[src/rtl/posit_encoder.sv]
// -----------------------------------------------------------------------------
// posit_encoder
//   Sequential posit<N,ES> encoder. Packs a decoded value
//   (sign, scale, fraction, zero/NaR flags) into an N-bit posit, rounding to
//   nearest with ties to even. The body (everything below the sign bit) is
//   built serially, one bit per cycle, MSB first: regime, exponent, fraction.
//
// Ports
//   clk, rst      : clock, synchronous active-high reset
//   in_valid      : input word valid
//   in_ready      : encoder idle and able to accept a word
//   in_sign       : 1 = negative
//   in_zero       : value is exactly zero (overrides scale/frac)
//   in_nar        : value is NaR (overrides in_zero)
//   in_scale[SW]  : signed power of two, value = (1 + frac) * 2^scale
//   in_frac[FW]   : fraction bits below the hidden 1, MSB weight 2^-1
//   out_valid     : out_posit holds a result
//   out_ready     : consumer takes the result
//   out_posit[N]  : encoded posit
//   out_inexact   : (POSIT_ENC_STATUS_EN only) guard|sticky were nonzero
//   out_sat       : (POSIT_ENC_STATUS_EN only) saturation or clamp occurred
//
// Build option
//   POSIT_ENC_STATUS_EN : when defined, adds out_inexact and out_sat.
// -----------------------------------------------------------------------------
module posit_encoder #(
  parameter int N  = 16,
  parameter int ES = 3,
  parameter int FW = 16,
  parameter int SW = 10
) (
  input  logic          clk,
  input  logic          rst,
  input  logic          in_valid,
  output logic          in_ready,
  input  logic          in_sign,
  input  logic          in_zero,
  input  logic          in_nar,
  input  logic [SW-1:0] in_scale,
  input  logic [FW-1:0] in_frac,
  output logic          out_valid,
  input  logic          out_ready,
  output logic [N-1:0]  out_posit
`ifdef POSIT_ENC_STATUS_EN
  ,
  output logic          out_inexact,
  output logic          out_sat
`endif
);

  localparam int BW = N - 1;           // body width (posit without sign)
  localparam int TW = ES + FW;         // exponent + fraction tail
  localparam int CW = $clog2(N) + 1;   // counter / run-length width

  localparam logic signed [SW-1:0] K_HI     = SW'(N - 2);
  localparam logic signed [SW-1:0] K_LO     = SW'(1 - N);
  localparam logic [CW-1:0]        CNT_LAST = CW'(BW - 1);

  typedef enum logic [1:0] {IDLE, SHIFT, ROUND, DONE} state_t;

  state_t         state_q,     state_d;
  logic           sign_q,      sign_d;
  logic           sat_q,       sat_d;
  logic           rbit_q,      rbit_d;     // value of the regime run bits
  logic           term_q,      term_d;     // regime terminator already emitted
  logic [CW-1:0]  run_q,       run_d;      // regime run bits still to emit
  logic [CW-1:0]  cnt_q,       cnt_d;
  logic [TW-1:0]  tail_q,      tail_d;     // {e, frac}, shifted out MSB first
  logic [BW-1:0]  body_q,      body_d;
  logic           out_valid_q, out_valid_d;
  logic [N-1:0]   out_posit_q, out_posit_d;
`ifdef POSIT_ENC_STATUS_EN
  logic           inexact_q,   inexact_d;
  logic           osat_q,      osat_d;
`endif

  // Regime index k = floor(scale / 2^ES); low ES bits are the exponent field.
  logic signed [SW-1:0] k_s;
  logic [CW-1:0]        k_lo;
  assign k_s  = $signed(in_scale) >>> ES;
  assign k_lo = k_s[CW-1:0];

  // Rounding datapath. After N-1 shifts the tail MSB is the guard bit and
  // everything below it (including never-emitted fraction) is sticky.
  logic          guard;
  logic          sticky;
  logic          round_up;
  logic [N-1:0]  sum;
  logic          clamp;
  logic [N-1:0]  mag;
  assign guard    = tail_q[TW-1];
  assign sticky   = |tail_q[TW-2:0];
  assign round_up = guard & (sticky | body_q[0]);
  assign sum      = {1'b0, body_q} + {{(N-1){1'b0}}, round_up};
  // A carry out of the body would reach the sign bit: hold at maxpos instead.
  assign clamp    = sum[N-1];
  assign mag      = clamp ? {1'b0, {BW{1'b1}}} : sum;

  logic body_bit;

  always_comb begin
    state_d     = state_q;
    sign_d      = sign_q;
    sat_d       = sat_q;
    rbit_d      = rbit_q;
    term_d      = term_q;
    run_d       = run_q;
    cnt_d       = cnt_q;
    tail_d      = tail_q;
    body_d      = body_q;
    out_valid_d = out_valid_q;
    out_posit_d = out_posit_q;
`ifdef POSIT_ENC_STATUS_EN
    inexact_d   = inexact_q;
    osat_d      = osat_q;
`endif
    body_bit    = 1'b0;

    case (state_q)
      IDLE: begin
        if (in_valid) begin
          if (in_nar) begin
            out_posit_d = {1'b1, {(N-1){1'b0}}};
            out_valid_d = 1'b1;
            state_d     = DONE;
`ifdef POSIT_ENC_STATUS_EN
            inexact_d   = 1'b0;
            osat_d      = 1'b0;
`endif
          end else if (in_zero) begin
            out_posit_d = '0;
            out_valid_d = 1'b1;
            state_d     = DONE;
`ifdef POSIT_ENC_STATUS_EN
            inexact_d   = 1'b0;
            osat_d      = 1'b0;
`endif
          end else begin
            sign_d  = in_sign;
            cnt_d   = '0;
            term_d  = 1'b0;
            rbit_d  = ~k_s[SW-1];
            // k >= 0: k+1 ones then 0; k < 0: -k zeros then 1.
            run_d   = k_s[SW-1] ? (~k_lo + CW'(1)) : (k_lo + CW'(1));
            state_d = SHIFT;
            if (k_s >= K_HI) begin
              // Saturated body is preloaded; the SHIFT phase only counts,
              // and a cleared tail keeps guard/sticky at zero.
              sat_d  = 1'b1;
              body_d = {BW{1'b1}};
              tail_d = '0;
            end else if (k_s <= K_LO) begin
              sat_d  = 1'b1;
              body_d = {{(BW-1){1'b0}}, 1'b1};
              tail_d = '0;
            end else begin
              sat_d  = 1'b0;
              body_d = '0;
              tail_d = {in_scale[ES-1:0], in_frac};
            end
          end
        end
      end

      SHIFT: begin
        cnt_d = cnt_q + CW'(1);
        if (!sat_q) begin
          if (run_q != '0) begin
            body_bit = rbit_q;
            run_d    = run_q - CW'(1);
          end else if (!term_q) begin
            body_bit = ~rbit_q;
            term_d   = 1'b1;
          end else begin
            body_bit = tail_q[TW-1];
            tail_d   = {tail_q[TW-2:0], 1'b0};
          end
          body_d = {body_q[BW-2:0], body_bit};
        end
        if (cnt_q == CNT_LAST) begin
          state_d = ROUND;
        end
      end

      ROUND: begin
        out_posit_d = sign_q ? (~mag + N'(1)) : mag;
        out_valid_d = 1'b1;
        state_d     = DONE;
`ifdef POSIT_ENC_STATUS_EN
        inexact_d   = guard | sticky;
        osat_d      = sat_q | clamp;
`endif
      end

      DONE: begin
        if (out_ready) begin
          out_valid_d = 1'b0;
          state_d     = IDLE;
        end
      end

      default: state_d = IDLE;
    endcase
  end

  always_ff @(posedge clk) begin
    if (rst) begin
      state_q     <= IDLE;
      sign_q      <= 1'b0;
      sat_q       <= 1'b0;
      rbit_q      <= 1'b0;
      term_q      <= 1'b0;
      run_q       <= '0;
      cnt_q       <= '0;
      tail_q      <= '0;
      body_q      <= '0;
      out_valid_q <= 1'b0;
      out_posit_q <= '0;
`ifdef POSIT_ENC_STATUS_EN
      inexact_q   <= 1'b0;
      osat_q      <= 1'b0;
`endif
    end else begin
      state_q     <= state_d;
      sign_q      <= sign_d;
      sat_q       <= sat_d;
      rbit_q      <= rbit_d;
      term_q      <= term_d;
      run_q       <= run_d;
      cnt_q       <= cnt_d;
      tail_q      <= tail_d;
      body_q      <= body_d;
      out_valid_q <= out_valid_d;
      out_posit_q <= out_posit_d;
`ifdef POSIT_ENC_STATUS_EN
      inexact_q   <= inexact_d;
      osat_q      <= osat_d;
`endif
    end
  end

  assign in_ready  = (state_q == IDLE);
  assign out_valid = out_valid_q;
  assign out_posit = out_posit_q;
`ifdef POSIT_ENC_STATUS_EN
  assign out_inexact = inexact_q;
  assign out_sat     = osat_q;
`endif

endmodule
[config.mk]
export PLATFORM = sky130hd
export DESIGN_NAME = posit_encoder
export DESIGN_NICKNAME = d
export VERILOG_FILES = /design/src/rtl/posit_encoder.sv
export SDC_FILE = /design/constraint.sdc
export NUM_CORES = 1
export LEC_CHECK = 0
export CAP_MARGIN = 20
export CORE_AREA = 2 2 129 68
export DETAILED_ROUTE_END_ITERATION = 8
export DIE_AREA = 0 0 131 70
export PLACE_DENSITY = 0.74
export SKIP_CTS_REPAIR_TIMING = 1
export SLEW_MARGIN = 20
export SYNTH_ARGS = -nofsm -noshare
export SYNTH_HDL_FRONTEND = slang
export SYNTH_SLANG_ARGS = --single-unit
[constraint.sdc]
create_clock -name clk -period 5.49 [get_ports clk]
set_input_delay 0.8235 -clock clk [delete_from_list [all_inputs] [get_ports clk]]
set_output_delay 0.8235 -clock clk [all_outputs]
set_load 0.02 [all_outputs]
* Word level (Yosys, flattened, before mapping)
Cells that the tools add are included.
Storage, ports and cells: flip-flop bits (word level) 67, bits in latches 0, RAM bits 0, ROM bits 0, input port bits 33, output and inout bits 18, word-level logic and storage cells 110, memories 0
Cells by class: add/sub/neg operators 6, multipliers 0, divide/modulo/power cells 0, $lt $le $gt $ge 2, eq/ne operators 14, shift-type cells 0, muxes and demuxes 54, bitwise gates (word level) 8, reductions and logical operators 15
Operators with widths (count):
- 19-bit 2-to-1 mux | 8
- 15-bit 2-to-1 mux | 6
- 16-bit 2-to-1 mux | 4
- 5-bit 2-to-1 mux | 9
- 19-bit case mux with 2 select lines | 1
- 16-bit case mux with 2 select lines | 1
- 15-bit case mux with 2 select lines | 1
- 5-bit case mux with 2 select lines | 2
- 2-bit != test, second input constant | 9
- 18-bit OR reduction | 1
- 15-bit by 1-bit adder with 16-bit output | 1
- 16-bit by 1-bit adder with 16-bit output, second input constant | 1
- 15-bit NOT with 16-bit output | 1
- 5-bit by 1-bit adder with 5-bit output, second input constant | 3
- 1-bit 2-to-1 mux | 14
- 4-bit AND reduction | 3
- 6-bit AND reduction | 2
- 2-bit 2-to-1 mux | 5
- 2-bit case mux with 4 select lines | 1
- 7-bit by 5-bit >= comparator with 1-bit output, second input constant | 1
- 7-bit by 5-bit <= comparator with 1-bit output, second input constant | 1
- 7-bit AND reduction | 1
- 3-bit AND reduction | 2
- 5-bit by 4-bit equality test with 1-bit output, second input constant | 1
- 15 further kinds | 20

* Depth between registers and ports, before layout
depth after elaboration 9, mapped depth 12, gate-level depth less buffers 12

* Worst setup path after synthesis
OpenSTA, ideal clock, no wires.
path type input to register, start point input in_nar, end point register body_q[14], library setup time 0.132 ns, arrival 2.242 ns, required time 5.358 ns, setup slack 3.116 ns, cell stages on the path 8, cells stage by stage nor2_1 a21oi_1 a211oi_1 clkbuf_1 o31ai_1 clkbuf_1 a21oi_1 nor3_1
Between the ends: word-level cells in the longest chain between the ends 2
Ends and longest elaborated chain:
- from (decl) | RTL line 38 | input logic in_nar,
- 2-bit != test (no line)
- 5-bit AND reduction (no line)
- to (signal assigned) | RTL line 232 | body_q <= body_d;
- to (decl) | RTL line 69 | logic [BW-1:0] body_q, body_d;
Every way passes these cells. A chain may end at the register's enable or synchronous reset.

* Worst setup path in the final report
start point input in_nar, end point register tail_q[10]
Between the ends: word-level cells in the longest chain between the ends 2
Ends and longest elaborated chain:
- 2-bit != test (no line)
- 7-bit AND reduction (no line)
- to (signal assigned) | RTL line 231 | tail_q <= tail_d;
- to (decl) | RTL line 68 | logic [TW-1:0] tail_q, tail_d;
Every way passes these cells.

==> results.tsv <==
metric	value	unit
Layout Skew	0.00838	ns
fin. max-slew vios	0	
gr usage total	23.1	%
Worst Path Required	5.74	ns
crit share post-route	55.8	%
setup violators final	0	
H-Tree Depth	3	
Synth cell types	64	
GR Overflow Total	0	
clk slew on worst S/H paths	0.05	ns
vias per cell	5.80	
Comb pwr share	45.1	%
area delta synth->final	20.2	%
minimum clock period	3.07	ns
Die X	131	um
Synthesis Warnings	0	
Routed WL per cell	15.7	um
Slew headroom	29.9	%
Synthesized Nets	538	
Longest Clk Path Bufs	2	
Worst IR Drop VDD	0.247	mV
# fillers	751	
total CTS buffers	9	
Critical Path End Type	register	
clk_lat worst skew	0.34	ns
Antenna Cells	0	
Mapped Area	3950	sq um
CTS tree	done	
asr flop ratio synth	0	%
syn_area_per_cell	8.02	sq um
Root Buffer Master	clkbuf_16	
crit start category	primary input	
DRT Wirelength	10100	um
P_leak	1.75	nW
Switching Fraction	42.4	%
Hold Path Class	reg2reg	
number of nets with antenna violations after routing	0	
IO Pins	51	
Final GP Congestion	0.897	
first-pass GRT wire length	16700	um
via count	3749	
Yosys reg bits	67	
initial antenna violation count	0	
Achievable Freq	326	MHz
CTS Sinks	67	
vias in the first global route	3300	
most common cell after layout, fill and taps aside	nor2_1	
DR pass1 iterations	5	
most frequent cells in the layout	79 x nor2_1, 67 x dfxtp_1, 49 x clkdlybuf4s50_1	
Initial DRC Count	373	
initial core utilization	47.9	%
status	finished clean	
share of post-route cells with drive strength above 1	6.81	%
ys flop type	dfxtp_1	
sequential fraction of design power	32.1	%
Setup CP Type	in2reg	
Hold WS	0.483	ns
Int Pwr	1.37	mW
EDFF count, synth	0	
Synth Instances	493	
setup TNS	0	ns
Worst-Margin Slew	1.05	ns
RSZ-0062 raised after global routing	no	
Hold Fails Final Rpt	0	
row cnt	24	
Seq/Total Area, Yosys	33.9	%
Sw Pwr	1.01	mW
Clk pwr share	22.7	%
Max FO, Critical Path	36	
Die Area	9170	sq um
DP HPWL	7290	um
Core ar.	8260	sq um
pwr dens	500	nW/um^2
Nets	570	
data arrival time of the worst path	3.32	ns
number of max-cap violations	0	
chip height	70	um
Port Buffers	50	
largest net degree at the start of global routing	57	
drt drc	0	
## layout make-up
| class | count | area (sq um) | area share, % |
|---|---|---|---|
| flip-flops and latches | 67 | 1340 | 28.2 |
| multi-input cells | 378 | 2400 | 50.5 |
| clock inverters | 2 | 10.0 | 0.211 |
| well taps | 117 | 146 | 3.08 |
| inverters | 14 | 52.6 | 1.11 |
| clock buffers | 13 | 270 | 5.69 |
| repair buffers | 55 | 533 | 11.2 |
## cell families (layout without fill, tap and decap cells)
kind of cell	count (synthesis)	in the layout	share of synthesized area, %
compound gates	135	135	23.6
xor+xnor	26	26	5.76
fa+ha+maj	12	12	3.80
buf+inv	48	84	5.70
flops	67	67	33.9
mux	9	9	2.31
simple gates	196	196	24.9
## cell usage after synthesis, types with 2 or more instances
| master | number | area, sq um |
|---|---|---|
| mux2i_1 | 8 | 80.1 |
| o31ai_1 | 4 | 30.0 |
| xnor2_1 | 13 | 114 |
| a31oi_1 | 6 | 37.5 |
| clkbuf_8 | 2 | 27.5 |
| ha_1 | 12 | 150 |
| nor3_1 | 22 | 110 |
| and4_1 | 2 | 17.5 |
| inv_1 | 14 | 52.6 |
| a22oi_1 | 27 | 203 |
| a311oi_1 | 2 | 17.5 |
| dfxtp_1 | 67 | 1340 |
| nand2b_1 | 8 | 50.1 |
| a211oi_1 | 22 | 165 |
| nor4_1 | 5 | 31.3 |
| o21ai_1 | 3 | 15.0 |
| and2_1 | 3 | 18.8 |
| a22o_1 | 8 | 70.1 |
| xor2_1 | 13 | 114 |
| o21ai_0 | 9 | 45.0 |
| nor2b_1 | 3 | 18.8 |
| a21oi_1 | 34 | 170 |
| buf_2 | 4 | 20.0 |
| buf_6 | 2 | 22.5 |
| or2_0 | 2 | 12.5 |
| nor2_1 | 79 | 297 |
| nand4_1 | 9 | 56.3 |
| nand2_1 | 29 | 109 |
| clkbuf_1 | 24 | 90.1 |
| o211ai_1 | 3 | 22.5 |
| and3_1 | 2 | 12.5 |
| nand3b_1 | 3 | 22.5 |
| a211o_1 | 2 | 17.5 |
| nand3_1 | 15 | 75.1 |
| o22ai_1 | 3 | 18.8 |
## state kept, by name, summed over array words and instances, names as in the netlist
signal / count
tail_q: 19
out_posit: 16
body_q: 15
cnt_q: 5
run_q: 5
state_q: 2
out_valid: 1
rbit_q: 1
sat_q: 1
sign_q: 1
term_q: 1
## worst paths after layout
kind | startpoint | to | slack (ns) | cells after the start
setup / recovery | in_nar | tail_q[10] | 2.42 | 9
hold / removal | out_posit[5] | out_posit[5] | 0.48 | 1
setup reg to reg | tail_q[5] | out_posit[8] | 2.60 | 11
hold reg to reg | out_posit[5] | out_posit[5] | 0.48 | 1
## layer usage
metal	global-route usage, %	up-vias	part of all wire [%]
met5	0	-	0
met4	7.09	0	1.2
met3	5.06	12	6.7
met2	31.1	122	39
met1	36.1	1763	53
li1	-	1852	-
## critical path: stages
cell and delay (ns):
clkdlybuf4s50_1 0.44, nor2_1 0.24, a21oi_1 0.15, a211oi_2 0.21, buf_4 0.28, nor2b_4 0.69
buf_4 0.24, nor2_1 0.04, a211oi_1 0.19
## through the flow
stage	worst slack, ns	area (sq um)	instances	total power, mW	util, %
after global routing	2.28	4750	646	2.56	57.5
after floorplan	3.12	3950	493	1.55	-
after CTS	2.07	4750	646	2.36	57.5
after global placement	1.84	4470	631	1.77	54.1
after detailed placement	1.74	4470	631	1.82	54.1
final	2.42	4750	646	2.38	57.5
## power groups by stage
stage	Combinational (mW)	Sequential (mW)	Clock (mW)
6_report	1.07	0.763	0.540
2_1_floorplan	0.834	0.712	0
4_1_cts	1.06	0.758	0.546
5_1_grt	1.21	0.781	0.568
3_3_place_gp	1.01	0.758	0
3_5_place_dp	1.05	0.765	0
(Power assumes the default switching activity.)
